$ cat src/rtl/pc_ctrl_pkg.sv
// Shared PC-control encodings: mux select codes and sequencer states.
// The PC mux decodes the same select values that the sequencer drives.
package pc_ctrl_pkg;

    typedef enum logic [1:0] {
        SEL_NEXT   = 2'b00,
        SEL_FIRST  = 2'b01,
        SEL_INT    = 2'b10,
        SEL_BRANCH = 2'b11
    } pc_sel_e;

    typedef enum logic [1:0] {
        ST_BOOT     = 2'b00,
        ST_RUN      = 2'b01,
        ST_IRQ_SAVE = 2'b10,
        ST_IRQ_VEC  = 2'b11
    } pc_state_e;

    localparam int FLUSH_CNT_W = 3;

endpackage

$ cat src/rtl/pc_seq_ctrl.sv
// PC sequencing controller: boot vector fetch, branch redirect, interrupt entry
// and pipeline flush timing.
module pc_seq_ctrl
    import pc_ctrl_pkg::*;
#(
    parameter int FLUSH_CYCLES = 2
) (
    input  logic       clk,
    input  logic       rst,
    input  logic       irq,
    input  logic       rti,
    input  logic       branch_taken,
    input  logic       stall,
    input  logic       vec_ready,
    output logic [1:0] sel,
    output logic       pc_enable,
    output logic       flush,
    output logic       save_pc,
    output logic       irq_ack,
    output logic       in_isr
);

    localparam logic [FLUSH_CNT_W-1:0] FLUSH_INIT = FLUSH_CNT_W'(FLUSH_CYCLES);

    pc_state_e              state_q, state_d;
    logic                   in_isr_q, in_isr_d;
    logic [FLUSH_CNT_W-1:0] flush_cnt_q, flush_cnt_d;
    logic                   redirect;

    always_ff @(posedge clk) begin
        if (!rst) begin
            state_q     <= ST_BOOT;
            in_isr_q    <= 1'b0;
            flush_cnt_q <= '0;
        end else begin
            state_q     <= state_d;
            in_isr_q    <= in_isr_d;
            flush_cnt_q <= flush_cnt_d;
        end
    end

    always_comb begin
        state_d   = state_q;
        in_isr_d  = rti ? 1'b0 : in_isr_q;
        sel       = SEL_NEXT;
        pc_enable = 1'b0;
        save_pc   = 1'b0;
        irq_ack   = 1'b0;

        // All strobes stay quiet while reset is held, whatever the state.
        if (rst) begin
            case (state_q)
                ST_BOOT: begin
                    sel       = SEL_FIRST;
                    pc_enable = vec_ready;
                    if (vec_ready) state_d = ST_RUN;
                end
                ST_RUN: begin
                    if (branch_taken) begin
                        sel       = SEL_BRANCH;
                        pc_enable = 1'b1;
                    end else if (stall) begin
                        pc_enable = 1'b0;
                    end else if (irq && !in_isr_q) begin
                        irq_ack = 1'b1;
                        state_d = ST_IRQ_SAVE;
                    end else begin
                        pc_enable = 1'b1;
                    end
                end
                ST_IRQ_SAVE: begin
                    save_pc = 1'b1;
                    if (!stall) state_d = ST_IRQ_VEC;
                end
                ST_IRQ_VEC: begin
                    sel       = SEL_INT;
                    pc_enable = vec_ready;
                    if (vec_ready) begin
                        in_isr_d = 1'b1;
                        state_d  = ST_RUN;
                    end
                end
                default: state_d = ST_BOOT;
            endcase
        end
    end

    // Any non-sequential load restarts the flush window from the top.
    assign redirect = pc_enable && (sel != 2'(SEL_NEXT));

    always_comb begin
        if (redirect)
            flush_cnt_d = FLUSH_INIT;
        else if (stall || flush_cnt_q == '0)
            flush_cnt_d = flush_cnt_q;
        else
            flush_cnt_d = flush_cnt_q - 1'b1;
    end

    assign flush  = rst && ((flush_cnt_q != '0) || redirect);
    assign in_isr = rst && in_isr_q;

endmodule

$ cat config.mk
export PLATFORM = sky130hd
export DESIGN_NAME = pc_seq_ctrl
export DESIGN_NICKNAME = d
export VERILOG_FILES = /design/src/rtl/pc_ctrl_pkg.sv /design/src/rtl/pc_seq_ctrl.sv
export SDC_FILE = /design/constraint.sdc
export NUM_CORES = 1
export LEC_CHECK = 0
export CAP_MARGIN = 40
export CORE_UTILIZATION = 30
export CTS_CLUSTER_SIZE = 30
export DETAILED_ROUTE_END_ITERATION = 8
export DONT_BUFFER_PORTS = 1
export PLACE_DENSITY = 0.45
export SETUP_SLACK_MARGIN = 0.3
export SKIP_CTS_REPAIR_TIMING = 1
export SYNTH_ARGS = -nofsm -noshare
export SYNTH_HDL_FRONTEND = slang
export SYNTH_SLANG_ARGS = --single-unit
$ cat constraint.sdc
create_clock -name clk -period 2 [get_ports clk]
set_input_delay 0 -clock clk [delete_from_list [all_inputs] [get_ports clk]]
set_output_delay 0 -clock clk [all_outputs]
set_load 0.03 [all_outputs]
==> reports/metrics.csv, run 1 <==
stage;metric;value;unit
outcome;outcome;finished, final reports clean;
logic_synthesis;Post-Synth Simple-Gate Area;25.3;%
min_path;worst hold start;vec_ready;
logic_synthesis;asr flop ratio synth;0;%
placed_design;cell total after placement;74;
clock_tree;CTS buffer count;3;
routing;per-cell routed wire length;13.0;um
finish;Nets;85;
sta;Slew @ Worst Pin;0.550;ns
min_path;WHS Path Cells;2;
power_and_ir_drop;Power Dens Cells;1460;mW/mm^2
power_and_ir_drop;LEAKAGE;0.280;nW
sta;FMAX;0.581;GHz
global_route;initial antenna violation count;0;
worst_setup_path;CP Launch Type;flip-flop;
logic_synthesis;post-synthesis sequential area ratio;26.1;%
clock_tree;clk sinks;6;
clock_tree;clk root buf;clkbuf_4;
clock_tree;Worst-Skew Late Latency;0.25;ns
sta;Tcrit/Tclk final;86.0;%
floorplan;I/O Pins;14;
floorplan;# rows;13;
placed_design;HPWL after DPL;803;um
logic_synthesis;top post-synthesis cells by count;a21oi_1, inv_1, dfxtp_1, ha_1, nor2_1;
routing;Routed WL;1110;um
worst_setup_path;Critical Path End Type;output pin;
worst_setup_path;Critical Path RT;2.00;ns
logic_synthesis;netlist area before placement;460;um^2
floorplan;Die Y;41.2;um
placed_design;global placement routability congestion;0.748;
logic_synthesis;Synth Area in XOR/XNOR;1.90;%
logic_synthesis;Compound-Gate Fraction of Synth Area;24.7;%
routing;post-route ant nets;0;
sta;max-slew violations;0;
worst_setup_path;CP peak stage delay;0.38;ns
worst_setup_path;Worst Path Max Fanout;6;
finish;share of cells above drive strength 1;32.9;%
logic_synthesis;Primary FF master, synth;dfxtp_1;
sta;Final Hold Vio Count;0;
floorplan;Initial Util;33.7;%
sta;RSZ-0062 raised after global routing;yes;
logic_synthesis;number of synthesized register bits;6;
sta;Final setup viols;0;
sta;WHS;0.0631;ns
logic_synthesis;number of synthesized flops with an enable pin;0;
worst_setup_path;Worst EP arrival;1.72;ns
power_and_ir_drop;Worst VDD drop;496;uV
worst_setup_path;Worst Reg-to-Reg Cells;5;
worst_setup_path;WS Path Type;reg -> out;
global_route;vias in the first global route;353;
global_route;largest net degree at the start of global routing;8;
routing;max layer used;met4;
floorplan;DIE AREA;0.00170;mm^2
finish;# fillers;154;
routing;number of remaining DRC errors;0;
worst_setup_path;RR Startpoint;state_q[1];
sta;clk_skew;0.000476;ns
sta;post-route minimum period;1.72;ns
global_route;total grt overflow;0;
routing;DR vias/cell;5.19;
routing;total number of vias;441;
logic_synthesis;synthesized area per cell;8.08;um^2
global_route;GRT Resource Usage Total;15.4;%
logic_synthesis;most area-consuming cells after synthesis;dfxtp_1, ha_1, a21oi_1;
placed_design;IO buf count;0;
logic_synthesis;Synth Instances;57;
worst_setup_path;CP Cell Sequence;buf_6 -> ha_4 -> a222oi_1 -> a2111o_1 -> a21oi_4;
sta;Max-slew headroom;63.2;%
clock_tree;Clk pin slew, worst setup/hold paths;0.05;ns
routing;met1 WL;470;um
routing;drt initial violations;8;
logic_synthesis;Netlist cell types;22;
worst_setup_path;CP Launch Point;state_q[1];
run;max-cap viol count;0;
finish;P&R area growth vs syn;38.3;%
routing;Met3 Routed Length;63;um
logic_synthesis;post-synth net total;70;
logic_synthesis;adder-cell share of the synthesized area;16.3;%
finish;Final Non-Filler Cells;85;
clock_tree;CTS tree;done;
logic_synthesis;top-area cell type share of the netlist area;26.1;%
worst_setup_path;Critical-path top delay cell;a2111o_1;
global_route;first-pass GRT wire length;1590;um
min_path;Worst Hold Class;in -> reg;
logic_synthesis;Synth area leader;dfxtp_1;
clock_tree;CTS Buffer Depth;2;
logic_synthesis;YS warnings;0;
finish;Inserted Diodes;0;
clock_tree;CTS H-tree lvls;1;
routing;DR WL met2;567;um
floorplan;Die X;41.2;um
sta;post-route setup TNS;0;ns
routing;first drt pass iteration count;4;
floorplan;Core ar.;0.00137;mm^2
logic_synthesis;multiplexer share of the synthesized area;0;%
logic_synthesis;main combinational cell family by area after synthesis;simple AND/OR/NAND/NOR gates;
worst max-delay path, delay by kind of cell (launching register included):
family / cells / cell delay [ns]
buffers and inverters: 1 / 0.13
flip-flops: 1 / 0.33
adder cells (fa/ha/maj): 1 / 0.26
AO/OA/AOI/OAI: 3 / 0.74
per-layer routing:
metal | global-route usage (%) | vias to the layer above
met5 | 0 | -
met4 | 4.84 | 0
met3 | 8.70 | 2
met2 | 23.0 | 8
met1 | 18.6 | 206
li1 | - | 225
layout make-up:
class,count,area [um^2],area share [%]
clock buffer,3,22.5,3.54
inverter,7,26.3,4.13
multi-input combinational,44,358,56.2
sequential,6,125,19.6
tap,15,18.8,2.95
timing repair buffer,10,86.3,13.6
where the power goes:
group | internal, W | leakage, nW | switching, W | total (W)
Combinational | 0.000284 | 0.216 | 0.000322 | 0.000606
Clock | 0.0000683 | 0.0138 | 0.0000502 | 0.000119
Sequential | 0.000170 | 0.0503 | 0.0000328 | 0.000203
Total | 0.000522 | 0.280 | 0.000405 | 0.000927
worst paths after layout:
path | endpoint | slack (ns)
hold reg to reg | flush_cnt_q[1] | 0.56
hold / removal | state_q[1] | 0.06
setup / recovery | flush | 0.28
setup reg to reg | flush_cnt_q[2] | 0.48
stage by stage:
step | util [%] | total power (W) | setup slack, ns | instance area [um^2]
floorplan | - | 0.000580 | 0.357 | 464
global placement | 36.4 | 0.000675 | 0.210 | 498
detailed placement | 36.4 | 0.000669 | 0.206 | 498
CTS | 38.1 | 0.000794 | -0.0826 | 520
global route | 46.6 | 0.00101 | 0.204 | 637
finish | 46.6 | 0.000927 | 0.279 | 637
sequential cells by signal, summed over array words and instances (netlist names):
| register | cells |
|---|---|
| flush_cnt_q | 3 |
| state_q | 2 |
| in_isr_q | 1 |
placed cells by master (no fill, tap or decap), drive strengths merged:
master	count
and2	2
nor3	1
inv	7
buf	7
nand2b	3
dfxtp	6
clkbuf	3
a311oi	1
a222oi	1
dlygate4sd3	3
xnor2	1
and3	3
o21a	1
ha	6
o21ai	3
or4b	1
nor2	5
nand2	5
a2111o	1
o211a	1
a21bo	1
a21oi	7
nor2b	1
kinds of logic (layout without fill, tap and decap cells):
kind of cell,count (synthesis),in the layout
AO/OA/AOI/OAI,16,16
XOR/XNOR,1,1
adder cells (fa/ha/maj),6,6
buffers and inverters,7,20
flip-flops,6,6
AND/OR/NAND/NOR,21,21
Note: power is estimated with default switching activity, not from simulation.
==> run 2: changes to the inputs <==
REMOVE_ABC_BUFFERS = 1   (was default)
==> run 2 against run 1 <==
Net effect: worst setup slack worse by 0.036 ns; clock power decreased by 5%; clock skew about the same; critical endpoint unchanged; largest cell class unchanged; highest routed layer unchanged.
==> reports/metrics.csv, run 2 (synthesis gave the netlist of run 1 again) <==
stage;metric;value;unit
finish;Nets;84;
routing;total number of vias;433;
routing;DR vias/cell;5.15;
global_route;first-pass GRT wire length;1570;um
routing;Routed WL;1070;um
clock_tree;Worst-Skew Late Latency;0.25;ns
power_and_ir_drop;Clk network pwr share;12.4;%
finish;fin util;45.5;%
floorplan;DIE AREA;0.00170;mm^2
sta;post-route minimum period;1.76;ns
sta;RSZ-0062 raised after global routing;yes;
placed_design;Setup WS pre-CTS;0.229;ns
sta;clk_skew;0.000155;ns
worst_setup_path;Critical-path top delay cell;dfxtp_4;
sta;Final setup viols;0;
power_and_ir_drop;Power Dens Cells;1460;mW/mm^2
floorplan;Die Y;41.2;um
placed_design;Post-Place Cell Area;502;um^2
power_and_ir_drop;Net Sw Power;0.000397;W
sta;Slew @ Worst Pin;0.547;ns
global_route;initial antenna violation count;0;
routing;post-route ant nets;0;
finish;post-route cell area;622;um^2
min_path;WHS Path Cells;2;
outcome;outcome;finished, final reports clean;
worst_setup_path;Worst Reg-to-Reg Cells;7;
floorplan;# rows;13;
power_and_ir_drop;Comb pwr share;63.1;%
floorplan;I/O Pins;14;
floorplan;Core ar.;0.00137;mm^2
run;max-cap viol count;0;
min_path;Worst Hold Class;in -> reg;
placed_design;HPWL after DPL;737;um
min_path;Hold Path Sink;flush_cnt_q[1];
clock_tree;Clk pin slew, worst setup/hold paths;0.04;ns
global_route;total grt overflow;0;
power_and_ir_drop;P_int;0.000512;W
worst_setup_path;CP Launch Type;flip-flop;
finish;Inserted Diodes;0;
worst_setup_path;WS Path Type;reg -> out;
sta;FMAX;0.569;GHz
worst_setup_path;critical path buffer and inverter count;2;
min_path;worst hold start;rst;
clock_tree;CTS tree;done;
global_route;GRT Resource Usage Total;15.1;%
clock_tree;clk sinks;6;
worst_setup_path;Critical R2R Capture;flush_cnt_q[0];
finish;biggest regs;flush_cnt_q x3, state_q x2, in_isr_q x1;
finish;leading cell type in the layout, fill and taps excluded;a21oi_1;
clock_tree;CTS Buffer Depth;2;
global_route;largest net degree at the start of global routing;8;
finish;largest register by flop count;flush_cnt_q;
routing;per-cell routed wire length;12.7;um
worst_setup_path;RR Startpoint;state_q[1];
placed_design;IO buf count;0;
worst_setup_path;CP top delay family;compound AO/OA/AOI/OAI gates;
worst_setup_path;Worst EP arrival;1.76;ns
routing;number of remaining DRC errors;0;
power_and_ir_drop;share of power burned in registers;24.5;%
floorplan;Die X;41.2;um
finish;share of cells above drive strength 1;30.4;%
finish;P&R area growth vs syn;35.1;%
sta;Max-slew headroom;63.4;%
sta;PnR worst setup slack;0.243;ns
power_and_ir_drop;LEAKAGE;0.272;nW
worst_setup_path;Critical Path RT;2.00;ns
clock_tree;CTS buffer count;3;
global_route;vias in the first global route;367;
power_and_ir_drop;Sw Ratio;43.7;%
clock_tree;clk root buf;clkbuf_4;
routing;first drt pass iteration count;4;
sta;WHS;0.0416;ns
worst_setup_path;r2r setup slk;0.38;ns
finish;most frequent cells in the layout;a21oi_1, inv_1, nor2_1, buf_4;
worst_setup_path;Critical Path End Type;output pin;
sta;Tcrit/Tclk final;87.8;%
worst_setup_path;CP Cell Sequence;inv_4 -> ha_4 -> nor2b_1 -> a222oi_1 -> a2111o_1 -> a21oi_2 -> buf_6;
finish;# fillers;150;
worst_setup_path;CP peak stage delay;0.39;ns
clock_tree;CTS H-tree lvls;1;
placed_design;global placement routability congestion;0.770;
floorplan;Initial Util;33.7;%
routing;drt initial violations;7;
sta;Final Hold Vio Count;0;
finish;max reg flops;3;
worst_setup_path;Worst Path Max Fanout;5;
power_and_ir_drop;Worst VDD drop;642;uV
sta;max-slew violations;0;
==> run 2: changes by cell type in the layout (fill, tap and decap cells not counted) <==
cell     before  now
a21oi_2       0    1
nor2b_4       1    0
dfxtp_4       1    2
a21oi_4       1    0
nor2b_1       0    1
buf_4         6    5
dfxtp_2       1    0
inv_2         2    0
inv_4         0    2
==> run 2: power groups by stage <==
stage	Combinational, W	Sequential [W]	Clock [W]
final	0.000573	0.000223	0.000113
after detailed placement	0.000467	0.000201	0
after floorplan	0.000375	0.000195	0
after global placement	0.000476	0.000202	0
after CTS	0.000469	0.000200	0.000119
after global routing	0.000627	0.000229	0.000131
==> run 2: stage by stage <==
step / total power, W / std cells / setup TNS (ns)
detailed placement: 0.000668 / 75 / 0
global route: 0.000987 / 84 / 0
floorplan: 0.000570 / 57 / 0
finish: 0.000908 / 84 / 0
CTS: 0.000788 / 78 / -0.0573
global placement: 0.000678 / 75 / 0
==> run 2: layout make-up <==
type                            count  area (um^2)  area share, %
Sequential cell                     6          128           20.5
Multi-Input combinational cell     44          343           55.1
Timing Repair Buffer                9         78.8           12.7
Clock buffer                        3         22.5           3.62
Inverter                            7         31.3           5.03
Tap cell                           15         18.8           3.02
==> run 2: worst max-delay path by stage <==
stage               startpoint     to  slack (ns)  cells past startpoint
finish              state_q[1]  flush        0.24                      7
global route        state_q[1]  flush        0.15                      7
CTS                 state_q[0]  flush       -0.06                      6
detailed placement  state_q[0]  flush        0.23                      6
global placement    state_q[0]  flush        0.25                      6
floorplan           state_q[1]  flush        0.19                      6
==> run 2: metal layers <==
layer  share of wire (%)  up-vias  wire length (um)  track usage (%)
li1                    -      228                 -                -
met4                 1.0        0                11             4.84
met3                 7.4        3                79             10.9
met1                  47      185               505             17.0
met2                  44       17               471             22.3
met5                   0        -                 0                0
